$ cat src/rtl/mem_req_arb.sv
// mem_req_arb: arbitrates an instruction-fetch port and a load/store port onto a single
// downstream memory request channel. At most one transaction is outstanding. Data requests
// win by default; an instruction request that has watched StarveMax consecutive data
// grants wins the next arbitration.
//
// Ports
//   clk_i, rst_ni            clock, asynchronous active-low reset
//   inst_req_i/inst_addr_i   fetch request, held until inst_addr_ok_o
//   inst_addr_ok_o           fetch accepted downstream (pulse)
//   inst_valid_o/inst_rdata_o  fetch data valid (pulse) / fetch data
//   data_req_i, data_wr_i, data_wstrb_i, data_addr_i, data_wdata_i
//                            load/store request, held until data_addr_ok_o
//   data_addr_ok_o           load/store accepted downstream (pulse)
//   data_data_ok_o/data_rdata_o  load data valid or store done (pulse) / load data
//   mem_req_o, mem_wr_o, mem_wstrb_o, mem_addr_o, mem_wdata_o  downstream request
//   mem_addr_ok_i, mem_data_ok_i, mem_rdata_i                   downstream response
module mem_req_arb #(
  parameter int unsigned StarveMax = 4
) (
  input  logic        clk_i,
  input  logic        rst_ni,

  input  logic        inst_req_i,
  input  logic [31:0] inst_addr_i,
  output logic        inst_addr_ok_o,
  output logic        inst_valid_o,
  output logic [31:0] inst_rdata_o,

  input  logic        data_req_i,
  input  logic        data_wr_i,
  input  logic [3:0]  data_wstrb_i,
  input  logic [31:0] data_addr_i,
  input  logic [31:0] data_wdata_i,
  output logic        data_addr_ok_o,
  output logic        data_data_ok_o,
  output logic [31:0] data_rdata_o,

  output logic        mem_req_o,
  output logic        mem_wr_o,
  output logic [3:0]  mem_wstrb_o,
  output logic [31:0] mem_addr_o,
  output logic [31:0] mem_wdata_o,
  input  logic        mem_addr_ok_i,
  input  logic        mem_data_ok_i,
  input  logic [31:0] mem_rdata_i
);

  typedef enum logic [1:0] {
    StIdle,
    StReq,
    StResp
  } state_e;

  typedef enum logic {
    OwnInst = 1'b0,
    OwnData = 1'b1
  } owner_e;

  localparam logic [2:0] StarveLim = 3'(StarveMax);
  localparam logic [2:0] StarveSat = 3'd7;

  state_e     state_q, state_d;
  owner_e     owner_q, owner_d;
  logic [2:0] starve_q, starve_d;

  logic inst_forced;
  logic grant_data;
  logic grant_inst;
  logic owner_req;
  logic addr_ok;
  logic resp_ok;

  // Arbitration: data first unless the fetch side has hit its starvation limit.
  assign inst_forced = inst_req_i && (starve_q == StarveLim);
  assign grant_data  = data_req_i && !inst_forced;
  assign grant_inst  = inst_req_i && !grant_data;

  // Live request line of whichever side owns the channel.
  assign owner_req = (owner_q == OwnData) ? data_req_i : inst_req_i;

  always_ff @(posedge clk_i or negedge rst_ni) begin
    if (!rst_ni) begin
      state_q  <= StIdle;
      owner_q  <= OwnInst;
      starve_q <= 3'd0;
    end else begin
      state_q  <= state_d;
      owner_q  <= owner_d;
      starve_q <= starve_d;
    end
  end

  always_comb begin
    state_d   = state_q;
    owner_d   = owner_q;
    starve_d  = starve_q;
    mem_req_o = 1'b0;
    addr_ok   = 1'b0;
    resp_ok   = 1'b0;

    unique case (state_q)
      StIdle: begin
        if (grant_data) begin
          owner_d = OwnData;
          state_d = StReq;
          // Only data grants that overtake a waiting fetch count toward starvation.
          if (inst_req_i && (starve_q != StarveSat)) begin
            starve_d = starve_q + 3'd1;
          end
        end else if (grant_inst) begin
          owner_d  = OwnInst;
          starve_d = 3'd0;
          state_d  = StReq;
        end
      end

      StReq: begin
        if (mem_addr_ok_i) begin
          // Accept wins over a simultaneous mem_data_ok, which is ignored here.
          mem_req_o = 1'b1;
          addr_ok   = 1'b1;
          state_d   = StResp;
        end else if (!owner_req) begin
          // Requester withdrew before acceptance: drop the request this cycle.
          state_d = StIdle;
        end else begin
          mem_req_o = 1'b1;
        end
      end

      StResp: begin
        if (mem_data_ok_i) begin
          resp_ok = 1'b1;
          state_d = StIdle;
        end
      end

      default: begin
        state_d = StIdle;
      end
    endcase
  end

  // Downstream fields follow the owner's live inputs; a fetch is always a full read.
  always_comb begin
    if (owner_q == OwnData) begin
      mem_wr_o    = data_wr_i;
      mem_wstrb_o = data_wstrb_i;
      mem_addr_o  = data_addr_i;
      mem_wdata_o = data_wdata_i;
    end else begin
      mem_wr_o    = 1'b0;
      mem_wstrb_o = 4'h0;
      mem_addr_o  = inst_addr_i;
      mem_wdata_o = 32'h0;
    end
  end

  assign inst_addr_ok_o = addr_ok && (owner_q == OwnInst);
  assign data_addr_ok_o = addr_ok && (owner_q == OwnData);
  assign inst_valid_o   = resp_ok && (owner_q == OwnInst);
  assign data_data_ok_o = resp_ok && (owner_q == OwnData);

  // Read data is a straight pass-through; consumers qualify it with their valid pulse.
  assign inst_rdata_o = mem_rdata_i;
  assign data_rdata_o = mem_rdata_i;

`ifndef SYNTHESIS
  a_addr_ok_onehot: assert property (@(posedge clk_i) disable iff (!rst_ni)
    !(inst_addr_ok_o && data_addr_ok_o));
  a_resp_onehot: assert property (@(posedge clk_i) disable iff (!rst_ni)
    !(inst_valid_o && data_data_ok_o));
  a_no_req_in_resp: assert property (@(posedge clk_i) disable iff (!rst_ni)
    (state_q == StResp) |-> !mem_req_o);
`endif

endmodule

$ cat config.mk
export PLATFORM = sky130hd
export DESIGN_NAME = mem_req_arb
export DESIGN_NICKNAME = d
export VERILOG_FILES = /design/src/rtl/mem_req_arb.sv
export SDC_FILE = /design/constraint.sdc
export NUM_CORES = 1
export LEC_CHECK = 0
export CAP_MARGIN = 5
export CORE_AREA = 5 5 105 107
export CTS_BUF_LIST = sky130_fd_sc_hd__clkbuf_8
export CTS_CLUSTER_DIAMETER = 80
export DETAILED_ROUTE_END_ITERATION = 12
export DIE_AREA = 0 0 110 112
export PLACE_DENSITY = 0.7
export SLEW_MARGIN = 20
export SYNTH_ARGS = -nofsm -noshare
export SYNTH_HDL_FRONTEND = slang
export SYNTH_SLANG_ARGS = --single-unit
$ cat constraint.sdc
create_clock -name clk_i -period 3.3 [get_ports clk_i]
set_clock_uncertainty 0.05 [all_clocks]
set_input_delay 0.66 -clock clk_i [delete_from_list [all_inputs] [get_ports clk_i]]
set_output_delay 0.66 -clock clk_i [all_outputs]
set_load 0.05 [all_outputs]
==> results of run 1 <==
[flip-flops by register name, summed over array words and instances, names as in the netlist]
| signal | cells |
|---|---|
| state_q | 2 |
| owner_q | 1 |
| starve_q | 3 |
[synth_stat cells]
master and instances:
or3b_1 1, buf_4 64, nand2_1 2, a211oi_1 1, a21oi_1 2, nor2_1 3, nand3b_1 1, clkbuf_1 4
nor2b_1 2, a21bo_2 1, dfrtp_1 6, and2_1 37, inv_1 6, mux2_2 33, buf_2 4, o21bai_4 1
a31oi_1 1, a22o_2 2, nor3_1 4, ha_1 3, o21ai_0 3
[layout make-up]
| type | count | area, um^2 | share of cell area (%) |
|---|---|---|---|
| clock buffer | 3 | 41.3 | 1.38 |
| sequential | 6 | 151 | 5.06 |
| multi-input combinational | 97 | 796 | 26.6 |
| tap | 136 | 170 | 5.69 |
| inverter | 6 | 22.5 | 0.753 |
| clock inverter | 1 | 3.75 | 0.125 |
| timing repair buffer | 182 | 1810 | 60.4 |
[worst max-delay path, delay by kind of cell]
family / cells / cell delay [ns]
and+or+nand+nor: 1 / 0.16
buffers and inverters: 3 / 1.36
[cell usage in the layout (no fill, tap or decap)]
master,instances
clkdlybuf4s50_1,176
dfrtp_1,5
a22o_2,2
o21bai_4,1
nor3_1,4
a21bo_2,1
nand3b_1,1
dfrtp_2,1
clkbuf_8,3
a211oi_1,1
and2_1,37
mux2_2,33
or3b_1,1
a21oi_1,2
o21ai_0,3
inv_1,7
nand2_1,2
ha_1,3
nor2b_1,2
buf_4,6
nor2_1,3
a31oi_1,1
[per-stage QoR]
step           setup WS (ns)  cells
2_1_floorplan          0.721    181
3_3_place_gp           0.424    427
3_5_place_dp           0.399    427
4_1_cts                0.399    431
5_1_grt                0.324    431
6_report               0.410    431
[worst min-delay path by stage]
| stage | startpoint | to | depth (start not counted) |
|---|---|---|---|
| after floorplan | rst_ni | owner_q | 0 |
| after global placement | state_q[1] | state_q[0] | 1 |
| after detailed placement | state_q[1] | state_q[0] | 1 |
| after CTS | state_q[1] | state_q[0] | 1 |
| after global routing | starve_q[1] | starve_q[1] | 1 |
| final | state_q[1] | state_q[0] | 1 |
[cells by family (layout without fill, tap and decap cells)]
kind of cell / count (synthesis) / count (layout)
flops: 6 / 6
buf+inv: 78 / 192
compound gates: 11 / 11
fa+ha+maj: 3 / 3
simple gates: 50 / 50
mux: 33 / 33
[power groups by stage]
stage	combinational, uW	clock (uW)	sequential [uW]
final	2090	117	140
after CTS	2120	120	141
after floorplan	1610	0	134
after detailed placement	2110	0	141
after global placement	2090	0	139
after global routing	2190	126	148
[per-layer routing]
metal  up-vias  routed length (um)
li1        752                   -
met1       713                2300
met2        99                3300
met3        28                 712
met4         0                 253
met5         -                   0
==> impl_results.md, run 1 <==
* Status: finished, final reports clean
* Ratio of cells with drive above 1 in the final layout at approximately 16%
* Post-placement cell area at around 0.003 mm^2
* Post-Synthesis Cells at roughly 180
* Total routed wirelength at 6570 um
* Syn_nets at ~320
* Worst R2R Setup Slack at 1.77 ns
* Most used cell, CP: clkdlybuf4s50_1
* Total track usage at 9.84%
* Post-route ant nets at 0
* Total Power at around 2300 uW
* Layout area overhead at 102%
* # diodes at 0
* First-pass GRT wire length at between 9000 and 10000 um
* Synth Area in XOR/XNOR at 0%
* Die area at 0.0123 mm^2
* Clock latency at the later pin of the worst-skew pair at roughly 0.23 ns
* Synth warn at 0
* CP Class: input port to output port
* TritonCTS clock tree: built
* CP startpoint: mem_data_ok_i
* Starting Density at between 10% and 20%
* Final Hold Vio Count at 0
* Sw Share at between 50% and 60%
* Setup TNS at 0 ns
* Final period demand of the worst path at between 2 and 3 ns
* CTS Buffer Depth at 2
* Critical path peak fanout at 2
* Ports at approximately 280
* CTS H-tree lvls at 1
* Sequential share of the synthesized area at about a tenth
* Worst slew pin tran at about 0.54 ns
* Clk pwr share at ~5.0%
* Critical Path End: data_data_ok_o
* Worst Reg-to-Reg Cells at 5
* Max Slew Vio Count at 0
* CTS root buf: clkbuf_8
* Post-synthesis compound-gate area fraction at under 10%
* Adder-Cell Fraction of Synth Area at between 2 and 3%
* Worst hold slack at around 0.47 ns
* Dpl hpwl at slightly below 6000 um
* Worst r2r src: starve_q[0]
* RSZ-0062 raised after global routing: false
* Final instance area at approximately 0.003 mm^2
* Initial DRC Count at 36
* Via count at 1592
* Layout fillers at between 1000 and 1500
* Routing usage on met1 at a little over a tenth
* Final core occ at 29.8%
* Largest family of logic cells by synthesized area: buffers and inverters
* CTS Hold Bufs at 0
* Tcrit/Tclk final at between 80% and 90%
* Required time of the worst setup path at between 2 and 3 ns
* Die Y-Extent at around 110 um
* Yosys top cell by area: buf_4
* Gp weighted congestion at 0.783
* Vias in the first global route at roughly 1800
* Final setup fails at 0
* Sequential power share at under 10%
* Hold Crit Class: flip-flop to flip-flop
* Combinational share of power at about nine tenths
* Post-synthesis simple-gate area fraction at between 20% and 30%
* Top-area cell type share of the netlist area at around a third
* Power per Cell Area at approximately 800 mW/mm^2
* DRC at 0
* Vias per cell at around 3.7
* Rows at 37
* Met2 Usage GRT at about 17%
* Met3 Resource Use GR at around 2.8%
* Int Pwr at 977 uW
* # Post-CTS Setup Buffers at 0
* Number of port buffers at 180
* TritonRoute pass-1 iters at 3
* Core area at between 0.01 and 0.015 mm^2
* Netlist Area Pre-Place at ~0.0015 mm^2
* LEAKAGE at 0.00114 uW
* Max Freq at about 0.35 GHz
* Largest net degree at the start of global routing at 50
* Die width at approximately 110 um
* Syn Area/Cell at ~8 um^2
* Global route hottest layer: met2
* Synth area leaders: buf_4, mux2_2, and2_1
* Slew margin rel. at 63.9%
* GRT Residual Overflow at 0
* Reg2reg end: starve_q[0]
* Net Switching at between 1000 and 1500 uW
* Max rail drop VDD at 0.320 mV
* Crit-path cells: clkdlybuf4s50_1 -> inv_1 -> nor3_1 -> clkdlybuf4s50_1
* Startpoint types: input port
* Final #Nets at around 440
* Clock transition at path regs at ~0.04 ns
* Crit path arrival time at 2.18 ns
* Crit. End Element: output port
* Post-CTS resize count at 0
* Multiplexer area fraction after synthesis at roughly a quarter
* Unique cell type count in the Yosys netlist at 21
* DR WL/cell at ~15 um
* Count of state elements after synthesis at 6
* TritonCTS Buffers at 3
* Max stage delay cell, worst path: clkdlybuf4s50_1
* CTS sink cnt at 6
* Max Cap Violations at 0
* Max stage delay on crit path at a little over 0.8 ns
* Initial antenna violation count at 0
Note: power is estimated with default switching activity, not from simulation.
==> run 2: changes to the inputs <==
--- a/config.mk
+++ b/config.mk
@@ -6,12 +6,13 @@
 export NUM_CORES = 1
 export LEC_CHECK = 0
 export CAP_MARGIN = 5
-export CORE_AREA = 5 5 105 107
-export CTS_BUF_LIST = sky130_fd_sc_hd__clkbuf_8
+export CORE_AREA = 2 2 108 110
+export CTS_BUF_LIST = sky130_fd_sc_hd__clkbuf_2 sky130_fd_sc_hd__clkbuf_4 sky130_fd_sc_hd__clkbuf_8
 export CTS_CLUSTER_DIAMETER = 80
+export CTS_CLUSTER_SIZE = 28
 export DETAILED_ROUTE_END_ITERATION = 12
 export DIE_AREA = 0 0 110 112
-export PLACE_DENSITY = 0.7
+export PLACE_DENSITY = 0.65
 export SLEW_MARGIN = 20
 export SYNTH_ARGS = -nofsm -noshare
 export SYNTH_HDL_FRONTEND = slang
==> run 2 against run 1 <==
Core utilization decreased by 2.9 points. Clock power increased by 9%. Critical endpoint is now mem_addr_o[10]. Setup slack got worse by 0.055 ns. Sequential share of layout area about the same. Worst hold slack got worse by 0.019 ns. Critical path type is now flip-flop to output port. Design area increased by 0.50%. Via count decreased by 1.9%. Routed wire length decreased by 10%. Global-route usage decreased by 0.85 points. Largest power group unchanged. Non-clock buffer count decreased by 1.
==> impl_results.md, run 2 (synthesis results as in run 1) <==
* Status: finished, final reports clean
* TritonCTS Buffers at 3
* DR WL/cell at 13.5 um
* Crit path arrival time at between 2 and 2.5 ns
* RSZ-0062 raised after global routing: false
* Tcrit/Tclk final at between 80 and 90%
* Required time of the worst setup path at 2.59 ns
* CTS sink cnt at 6
* Min-delay src: state_q[1]
* Area of the multi-input gates at between 700 and 800 um^2
* Total track usage at about 9%
* Die width at between 100 and 150 um
* Via count at 1561
* DP Cell Count at 433
* Hold Path Depth at 1
* Top reg by flops: starve_q
* Layout area overhead at 103%
* CTS Buffer Depth at 2
* Initial DRC Count at 11
* Final Hold Vio Count at 0
* Top flop regs: starve_q x3, state_q x2, owner_q x1
* Most frequent cells in the layout: clkdlybuf4s50_1, and2_1, mux2_2
* Slew margin rel. at 63.0%
* # diodes at 0
* Rows at 39
* Final setup fails at 0
* Ports at about 280
* Setup TNS at 0 ns
* Layout fillers at roughly 1200
* Net Switching at approximately 1400 uW
* Crit. End Element: output port
* Worst slew pin tran at roughly 0.55 ns
* Die Y-Extent at between 100 and 150 um
* Hold Crit Class: flip-flop to flip-flop
* Ratio of cells with drive above 1 in the final layout at between 15 and 20%
* Clk pwr share at under 10%
* CTS H-tree lvls at 1
* Max reg flops at 3
* # Post-CTS Setup Buffers at 0
* Vias in the first global route at ~1700
* Worst r2r src: starve_q[0]
* Number of port buffers at 180
* Worst R2R Setup Slack at 1.80 ns
* Most common cell after layout, fill and taps aside: clkdlybuf4s50_1
* Post-route ant nets at 0
* Int Pwr at about 1000 uW
* Sequential power share at between 7 and 8%
* Final period demand of the worst path at 2.94 ns
* LEAKAGE at approximately 0.0011 uW
* Core area at 0.0112 mm^2
* Starting Density at a little over an eighth
* Max rail drop VDD at about 0.42 mV
* CP Class: flip-flop to output port
* Die area at between 0.01 and 0.015 mm^2
* Startpoint types: flip-flop
* First-pass GRT wire length at approximately 8700 um
* Gp weighted congestion at roughly 0.74
* Worst Reg-to-Reg Cells at 5
* DRC at 0
* Final core occ at between 20% and 30%
* Total Power at roughly 2400 uW
* Initial antenna violation count at 0
* CTS Hold Bufs at 0
* Largest net degree at the start of global routing at 52
* TritonRoute pass-1 iters at 3
* Final #Nets at ~440
* CTS root buf: clkbuf_8
* GRT Residual Overflow at 0
* Dpl hpwl at between 5000 and 6000 um
* Max Freq at 0.340 GHz
* Total routed wirelength at 5910 um
* Max Cap Violations at 0
* Post-CTS resize count at 0
* Max Slew Vio Count at 0
* Vias per cell at 3.57
* Combinational share of power at around 87%
* Fin cells at around 440
* Storage element area at ~150 um^2
* Clock transition at path regs at roughly 0.040 ns
* Hold Path Sink: state_q[0]
* TritonCTS clock tree: built
* Power per Cell Area at a little under 800 mW/mm^2
* Critical path peak fanout at between 50 and 60
* Reg2reg end: starve_q[0]
* Sw Share at 57.8%
* Clock latency at the later pin of the worst-skew pair at between 0.2 and 0.25 ns
==> run 2: power groups by stage <==
stage / logic, uW / registers, uW / clock network [uW]
floorplan: 1610 / 134 / 0
global placement: 2070 / 170 / 0
detailed placement: 2080 / 174 / 0
CTS: 2080 / 174 / 133
global route: 2150 / 186 / 134
finish: 2060 / 173 / 128
==> run 2: how the worst max path moves through the flow <==
| stage | from | to | slack (ns) |
|---|---|---|---|
| CTS | owner_q | mem_addr_o[10] | 0.33 |
| global placement | data_wdata_i[21] | mem_wdata_o[21] | 0.49 |
| finish | owner_q | mem_addr_o[10] | 0.36 |
| detailed placement | data_wdata_i[21] | mem_wdata_o[21] | 0.48 |
| global route | owner_q | mem_addr_o[10] | 0.22 |
| floorplan | inst_req_i | mem_req_o | 0.72 |
==> run 2: worst max-delay path, cell delays in order, from the launching register on <==
cell and delay (ns):
dfrtp_2 0.59, buf_12 0.28, mux2_2 0.37, clkdlybuf4s50_1 0.72
==> run 2: stage by stage <==
step	worst slack [ns]	hold WS (ns)	instance area, um^2
global route	0.217	0.479	3010
finish	0.355	0.451	3010
detailed placement	0.480	0.468	2960
global placement	0.489	0.446	2960
floorplan	0.721	0.314	1480
CTS	0.334	0.451	3010
==> run 2: final cells by class <==
cell class	instances	area share, %
inverters	6	0.749
clock buffers	4	1.62
flip-flops and latches	6	5.04
repair buffers	181	60.2
well taps	143	5.95
multi-input cells	97	26.5
==> run 2: layer usage <==
metal	wire length (um)	GRT usage [%]	part of all wire, %
met5	0	0	0
met4	195	4.22	3.3
met3	778	3.81	13
met2	2990	15.8	51
met1	1940	8.97	33
==> run 3: changes to the inputs <==
--- a/config.mk
+++ b/config.mk
@@ -17,3 +17,4 @@
 export SYNTH_ARGS = -nofsm -noshare
 export SYNTH_HDL_FRONTEND = slang
 export SYNTH_SLANG_ARGS = --single-unit
+export TNS_END_PERCENT = 5
==> results of run 3 <==
Final layout, timing and power as in run 2 (identical DEF).
